**src/rtl/alu_pkg.sv**
```systemverilog
// Shared types for the chunked sequential ALU: opcode and FSM state encodings.
// Optional signed-overflow output is enabled by defining ALU_OVF_EN.
package alu_pkg;

    typedef enum logic [1:0] {
        OP_NOR = 2'b00,
        OP_XOR = 2'b01,
        OP_ADD = 2'b10,
        OP_SUB = 2'b11
    } alu_op_t;

    typedef enum logic [1:0] {
        IDLE = 2'b00,
        BUSY = 2'b01,
        DONE = 2'b10
    } alu_state_t;

    // Arithmetic ops are the ones with the top opcode bit set.
    function automatic logic is_arith(input alu_op_t op);
        return op[1];
    endfunction

endpackage

```
**src/rtl/alu_chunk.sv**
```systemverilog
// Combinational CHUNK-wide ALU slice (NOR/XOR/ADD/SUB); ALU_OVF_EN adds c_msb output.
// Latency: 0 cycles, purely combinational.
// Backpressure: none; the parent FSM sequences it one chunk per cycle.
module alu_chunk
    import alu_pkg::*;
#(
    parameter int CHUNK = 16
) (
    input  logic [CHUNK-1:0] a,
    input  logic [CHUNK-1:0] b,
    input  logic             cin,
    input  alu_op_t          op,
    output logic [CHUNK-1:0] s,
`ifdef ALU_OVF_EN
    output logic             c_msb,
`endif
    output logic             cout
);

    logic [CHUNK-1:0] bx;
    logic [CHUNK:0]   sum;

    assign bx  = (op == OP_SUB) ? ~b : b;
    assign sum = {1'b0, a} + {1'b0, bx} + {{CHUNK{1'b0}}, cin};

`ifdef ALU_OVF_EN
    // Carry into the top bit recovered from the sum bit and its two addend bits.
    assign c_msb = is_arith(op) & (sum[CHUNK-1] ^ a[CHUNK-1] ^ bx[CHUNK-1]);
`endif

    always_comb begin
        s    = '0;
        cout = 1'b0;
        case (op)
            OP_NOR: s = ~(a | b);
            OP_XOR: s = a ^ b;
            default: begin
                s    = sum[CHUNK-1:0];
                cout = sum[CHUNK];
            end
        endcase
    end

endmodule

```
**src/rtl/alu_seq_chunked.sv**
```systemverilog
// Multi-cycle WIDTH-bit ALU processing CHUNK bits per cycle; ALU_OVF_EN adds the ovf port.
// Latency: out_valid rises WIDTH/CHUNK cycles after the accepting edge.
// Backpressure: result held in DONE while out_ready=0; in_ready low from accept until handshake.
module alu_seq_chunked
    import alu_pkg::*;
#(
    parameter int WIDTH = 64,
    parameter int CHUNK = 16
) (
    input  logic             clk,
    input  logic             rst,
    input  logic             in_valid,
    output logic             in_ready,
    input  logic [WIDTH-1:0] a,
    input  logic [WIDTH-1:0] b,
    input  logic             cin,
    input  logic [1:0]       op,
    output logic             out_valid,
    input  logic             out_ready,
    output logic [WIDTH-1:0] s,
`ifdef ALU_OVF_EN
    output logic             ovf,
`endif
    output logic             cout
);

    localparam int NCHUNK = WIDTH / CHUNK;
    localparam int IDXW   = (NCHUNK > 1) ? $clog2(NCHUNK) : 1;
    localparam logic [IDXW-1:0] LAST_IDX = IDXW'(NCHUNK - 1);

    if (CHUNK < 1 || WIDTH % CHUNK != 0) begin : g_bad_chunk
        $error("alu_seq_chunked: WIDTH must be a positive multiple of CHUNK");
    end

    alu_state_t       state;
    logic [WIDTH-1:0] a_q;
    logic [WIDTH-1:0] b_q;
    alu_op_t          op_q;
    logic             carry_q;
    logic [IDXW-1:0]  idx;

    logic [CHUNK-1:0] ch_s;
    logic             ch_cout;
`ifdef ALU_OVF_EN
    logic             ch_cmsb;
`endif

    // One slice shared by all chunks; the operand registers are muxed by idx.
    alu_chunk #(.CHUNK(CHUNK)) u_chunk (
        .a     (a_q[idx*CHUNK +: CHUNK]),
        .b     (b_q[idx*CHUNK +: CHUNK]),
        .cin   (carry_q),
        .op    (op_q),
        .s     (ch_s),
`ifdef ALU_OVF_EN
        .c_msb (ch_cmsb),
`endif
        .cout  (ch_cout)
    );

    assign in_ready  = (state == IDLE);
    assign out_valid = (state == DONE);

    always_ff @(posedge clk) begin
        if (rst) begin
            state   <= IDLE;
            a_q     <= '0;
            b_q     <= '0;
            op_q    <= OP_NOR;
            carry_q <= 1'b0;
            idx     <= '0;
            s       <= '0;
            cout    <= 1'b0;
`ifdef ALU_OVF_EN
            ovf     <= 1'b0;
`endif
        end else begin
            case (state)
                IDLE: begin
                    if (in_valid) begin
                        a_q     <= a;
                        b_q     <= b;
                        op_q    <= alu_op_t'(op);
                        carry_q <= is_arith(alu_op_t'(op)) & cin;
                        idx     <= '0;
                        state   <= BUSY;
                    end
                end
                BUSY: begin
                    s[idx*CHUNK +: CHUNK] <= ch_s;
                    carry_q <= ch_cout;
                    if (idx == LAST_IDX) begin
                        idx   <= '0;
                        cout  <= ch_cout;
`ifdef ALU_OVF_EN
                        ovf   <= ch_cmsb ^ ch_cout;
`endif
                        state <= DONE;
                    end else begin
                        idx <= idx + 1'b1;
                    end
                end
                DONE: begin
                    if (out_ready) begin
                        state <= IDLE;
                    end
                end
                default: state <= IDLE;
            endcase
        end
    end

endmodule

```
**config.mk**
```make
export PLATFORM = sky130hd
export DESIGN_NAME = alu_seq_chunked
export DESIGN_NICKNAME = d
export VERILOG_FILES = /design/src/rtl/alu_pkg.sv /design/src/rtl/alu_chunk.sv /design/src/rtl/alu_seq_chunked.sv
export SDC_FILE = /design/constraint.sdc
export NUM_CORES = 1
export LEC_CHECK = 0
export CAP_MARGIN = 30
export CORE_MARGIN = 4
export CORE_UTILIZATION = 55
export DETAILED_ROUTE_END_ITERATION = 16
export GPL_ROUTABILITY_DRIVEN = 0
export PLACE_DENSITY = 0.86
export SLEW_MARGIN = 20
export SYNTH_ARGS = -nofsm -noshare
export SYNTH_HDL_FRONTEND = slang
export SYNTH_SLANG_ARGS = --single-unit
```
**constraint.sdc**
```tcl
create_clock -name clk -period 7.1 [get_ports clk]
set_input_delay 1.775 -clock clk [delete_from_list [all_inputs] [get_ports clk]]
set_output_delay 1.775 -clock clk [all_outputs]
set_load 0.02 [all_outputs]
```
==> results.toml <==
[status]
outcome = "finished, final reports clean"

[cts]
cts_setup_buffers = 0
path_clk_slew_ns = 0.07
numCtsBuffers = 17
cts_resized = 0
root_buffer = "clkbuf_16"
htreeDepth = 4
cts_hold_buf = 0
cts_buffer_depth = 2
cts_tree = "done"
clkSinkCount = 200
clk_latency_ns = 0.45

[place]
dp_slack_ns = 2.700
dpl_cell_area_sq_um = 11220
dp_hpwl_mm = 18.08
io_buffers = 201

[pwr]
max-vdd-ir-drop_uv = 191.4
p_leak_nw = 4.367
power_density_nw_per_um2 = 227.4

[floorplan]
die_h_microns = 136.9
num_rows = 46
core_area_sq_um = 16060
ios = 202
die_area_sq_um = 18730
die_w_microns = 136.9
initial_utilization_pct = 56.88

[run]
maxCapViolCount = 0

[synthesis]
synth_area_per_cell_sq_um = 8.457
synth_compound_area_share_pct = 16.85
postSynthNetCount = 1254
synth-async-reset-ratio_pct = 0
synth.mux.area_fraction_pct = 9.890
synthAdderAreaFrac_pct = 5.507
yosysSeqAreaShare_pct = 43.84
synth_warnings = 0
synthSimpleGateAreaFrac_pct = 17.03
synth_top_family_by_area = "simple AND/OR/NAND/NOR gates"
ys_seq_elements = 200
synthDistinctLibCells = 49
synth_flop_cell = "dfxtp_1"
synth-edff-count = 0
synthesis.area_sq_um = 9134
synthCells = 1080
synth-xor-area-share_pct = 2.397

[worst_setup_path]
cp_top_family = "compound AO/OA/AOI/OAI gates"
path_depth = 12
path_cells = "nand2_1 > xor2_1 > fa_1 > inv_1 > fa_1 > a211oi_1 > o21ai_1 > a21oi_2 > o21ai_0 > xor2_1 > a21oi_1 > o21ai_0"
cp_max_fo = 19
crit_path_end_kind = "register"
reg2reg_slack_ns = 2.58
critical_path_class = "register to register"
cp.required_ns = 7.42
cp-start-kind = "register"
max_stage_delay_ns = 0.97
crit_buf_inv = 1
r2r_end = "s[44]"
slowest_stage = "dfxtp_1"
r2r-start = "op_q[0]"
reg2reg_depth = 12
crit_arrival_ns = 4.84

[drt]
firstDrtPassIters = 5
vias_per_cell = 5.636
vias = 8285
drc = 0
wirelength_mm = 24.87
ant_nets = 0
avgRoutedWirePerCell_microns = 16.92
first_iter_violations = 808

[timing]
setup_viol = 0
finalHoldViolCount = 0
skew_ns = 0.01202
fin_setup_tns_ns = 0
finalCritPeriodShare_pct = 63.72
slew_viol_final = 0
layout_min_cycle_time_ns = 4.524
fin_ws_ns = 2.576
tightest_slew_ns = 0.9835
fmax_ghz = 0.2210
rsz0062_at_grt = "no"
maxSlewHeadroom_pct = 34.34

[grt]
grt_max_degree = 94
grt_pass1_wl_mm = 39.63
grt_use_total_pct = 26.85
antenna_found_initial = 0
grt_overflow = 0
first_global_vias = 7830

[finish]
fillers = 1129
fin_nets = 1415
fin_util_pct = 73.86
drive_gt1_share_pct = 7.097
area_growth_pct = 29.85
stdcell_area_sq_um = 11860
antennaDiodeCount = 0

[min_path]
hold_end = "s[63]"
hold_depth = 2
hp-class = "register to register"
hp-start = "s[63]"
-- sequential cells by signal, indices dropped and copies added, names as in the netlist --
| register | flops |
|---|---|
| a_q | 64 |
| b_q | 64 |
| carry_q | 1 |
| cout | 1 |
| idx | 2 |
| op_q | 2 |
| s | 64 |
| state | 2 |
-- cell usage after synthesis, types with 2 or more instances --
cell	instances	share of area, %
nor3_1	4	0.22
o211ai_1	3	0.25
a31oi_2	2	0.27
inv_1	40	1.6
o41ai_1	2	0.19
dfxtp_1	200	44
o21ai_1	12	0.66
or2_2	2	0.14
a21o_1	4	0.33
nand2_1	318	13
xnor2_1	22	2.1
xor2_1	3	0.29
nor4_1	2	0.14
nor2_1	43	1.8
mux4_2	32	7.9
clkbuf_1	59	2.4
nand3_1	2	0.11
o21bai_1	2	0.16
o22ai_1	2	0.14
o21a_1	4	0.33
nor2b_1	4	0.27
or3_1	2	0.14
nand2b_1	5	0.34
mux2i_1	16	1.8
a22o_1	12	1.2
a21oi_1	152	8.3
buf_2	7	0.38
o21ai_0	36	2.0
mux2_2	2	0.25
ha_1	37	5.1
a22oi_1	22	1.8
a211oi_1	3	0.25
nor3_2	2	0.22
a31oi_1	3	0.21
fa_1	2	0.44
nand4_1	4	0.27
-- layer usage --
metal | vias up | track usage [%] | part of all wire [%]
met1 | 3849 | 36.12 | 42
met3 | 62 | 4.853 | 7.7
met4 | 0 | 10.09 | 3.0
met2 | 375 | 43.43 | 48
li1 | 3999 | - | -
met5 | - | 0 | 0
-- report_power, final --
group          total [W]  internal [W]  switching, W
Clock            0.00103      0.000585      0.000448
Combinational   0.000451      0.000204      0.000247
Sequential       0.00121       0.00118     0.0000370
Total            0.00270       0.00196      0.000732
-- cell type report --
| type | count | area (sq um) | area share [%] |
|---|---|---|---|
| repair buffers | 209 | 2069 | 17.45 |
| clock buffers | 19 | 452.9 | 3.819 |
| well taps | 216 | 270.3 | 2.279 |
| multi-input cells | 773 | 4730 | 39.88 |
| flip-flops and latches | 200 | 4006 | 33.78 |
| clock inverters | 13 | 181.4 | 1.530 |
| inverters | 40 | 150.1 | 1.266 |
-- tightest hold or removal path, delay by kind of cell (launching register included) --
family | cells | cell delay, ns
DFF | 1 | 0.31
and+or+nand+nor | 1 | 0.05
AOI/OAI and AO/OA | 1 | 0.05
-- metrics by stage --
stage,hold WS (ns),total power (W),instances
2_1_floorplan,0.4331,0.001502,1080
4_1_cts,0.4523,0.002692,1469
3_3_place_gp,0.4371,0.001667,1437
3_5_place_dp,0.4427,0.001680,1437
6_report,0.4537,0.002697,1470
5_1_grt,0.4745,0.002798,1470
-- cell families after synthesis --
group           count (synthesis)
compound gates                267
mux                            50
flops                         200
xor+xnor                       25
fa+ha+maj                      39
simple gates                  392
buf+inv                       107
-- cell usage in the layout (no fill, tap or decap), types with 4 or more instances in the layout --
cell	synthesis	routed
inv_6	0	5
ha_1	37	37
a22o_1	12	12
a21oi_1	152	152
mux4_2	32	32
dfxtp_1	200	198
nor2b_1	4	4
xnor2_1	22	22
inv_1	40	40
mux2i_1	16	16
nand2b_1	5	5
nor2_1	43	42
o21ai_1	12	12
o21a_1	4	4
o21ai_0	36	36
nor3_1	4	4
clkdlybuf4s50_1	0	200
a22oi_1	22	22
buf_4	0	9
nand4_1	4	4
nand2_1	318	318
clkbuf_16	0	17
a21o_1	4	4
-- worst max-delay path by stage --
stage                 start  slack [ns]    end
floorplan            idx[0]        3.50  s[14]
global placement     idx[0]        2.83  s[14]
detailed placement  op_q[0]        2.70  s[30]
CTS                 op_q[0]        2.66  s[44]
global route        op_q[0]        2.24  s[44]
finish              op_q[0]        2.58  s[44]
Note: power is estimated with default switching activity, not from simulation.
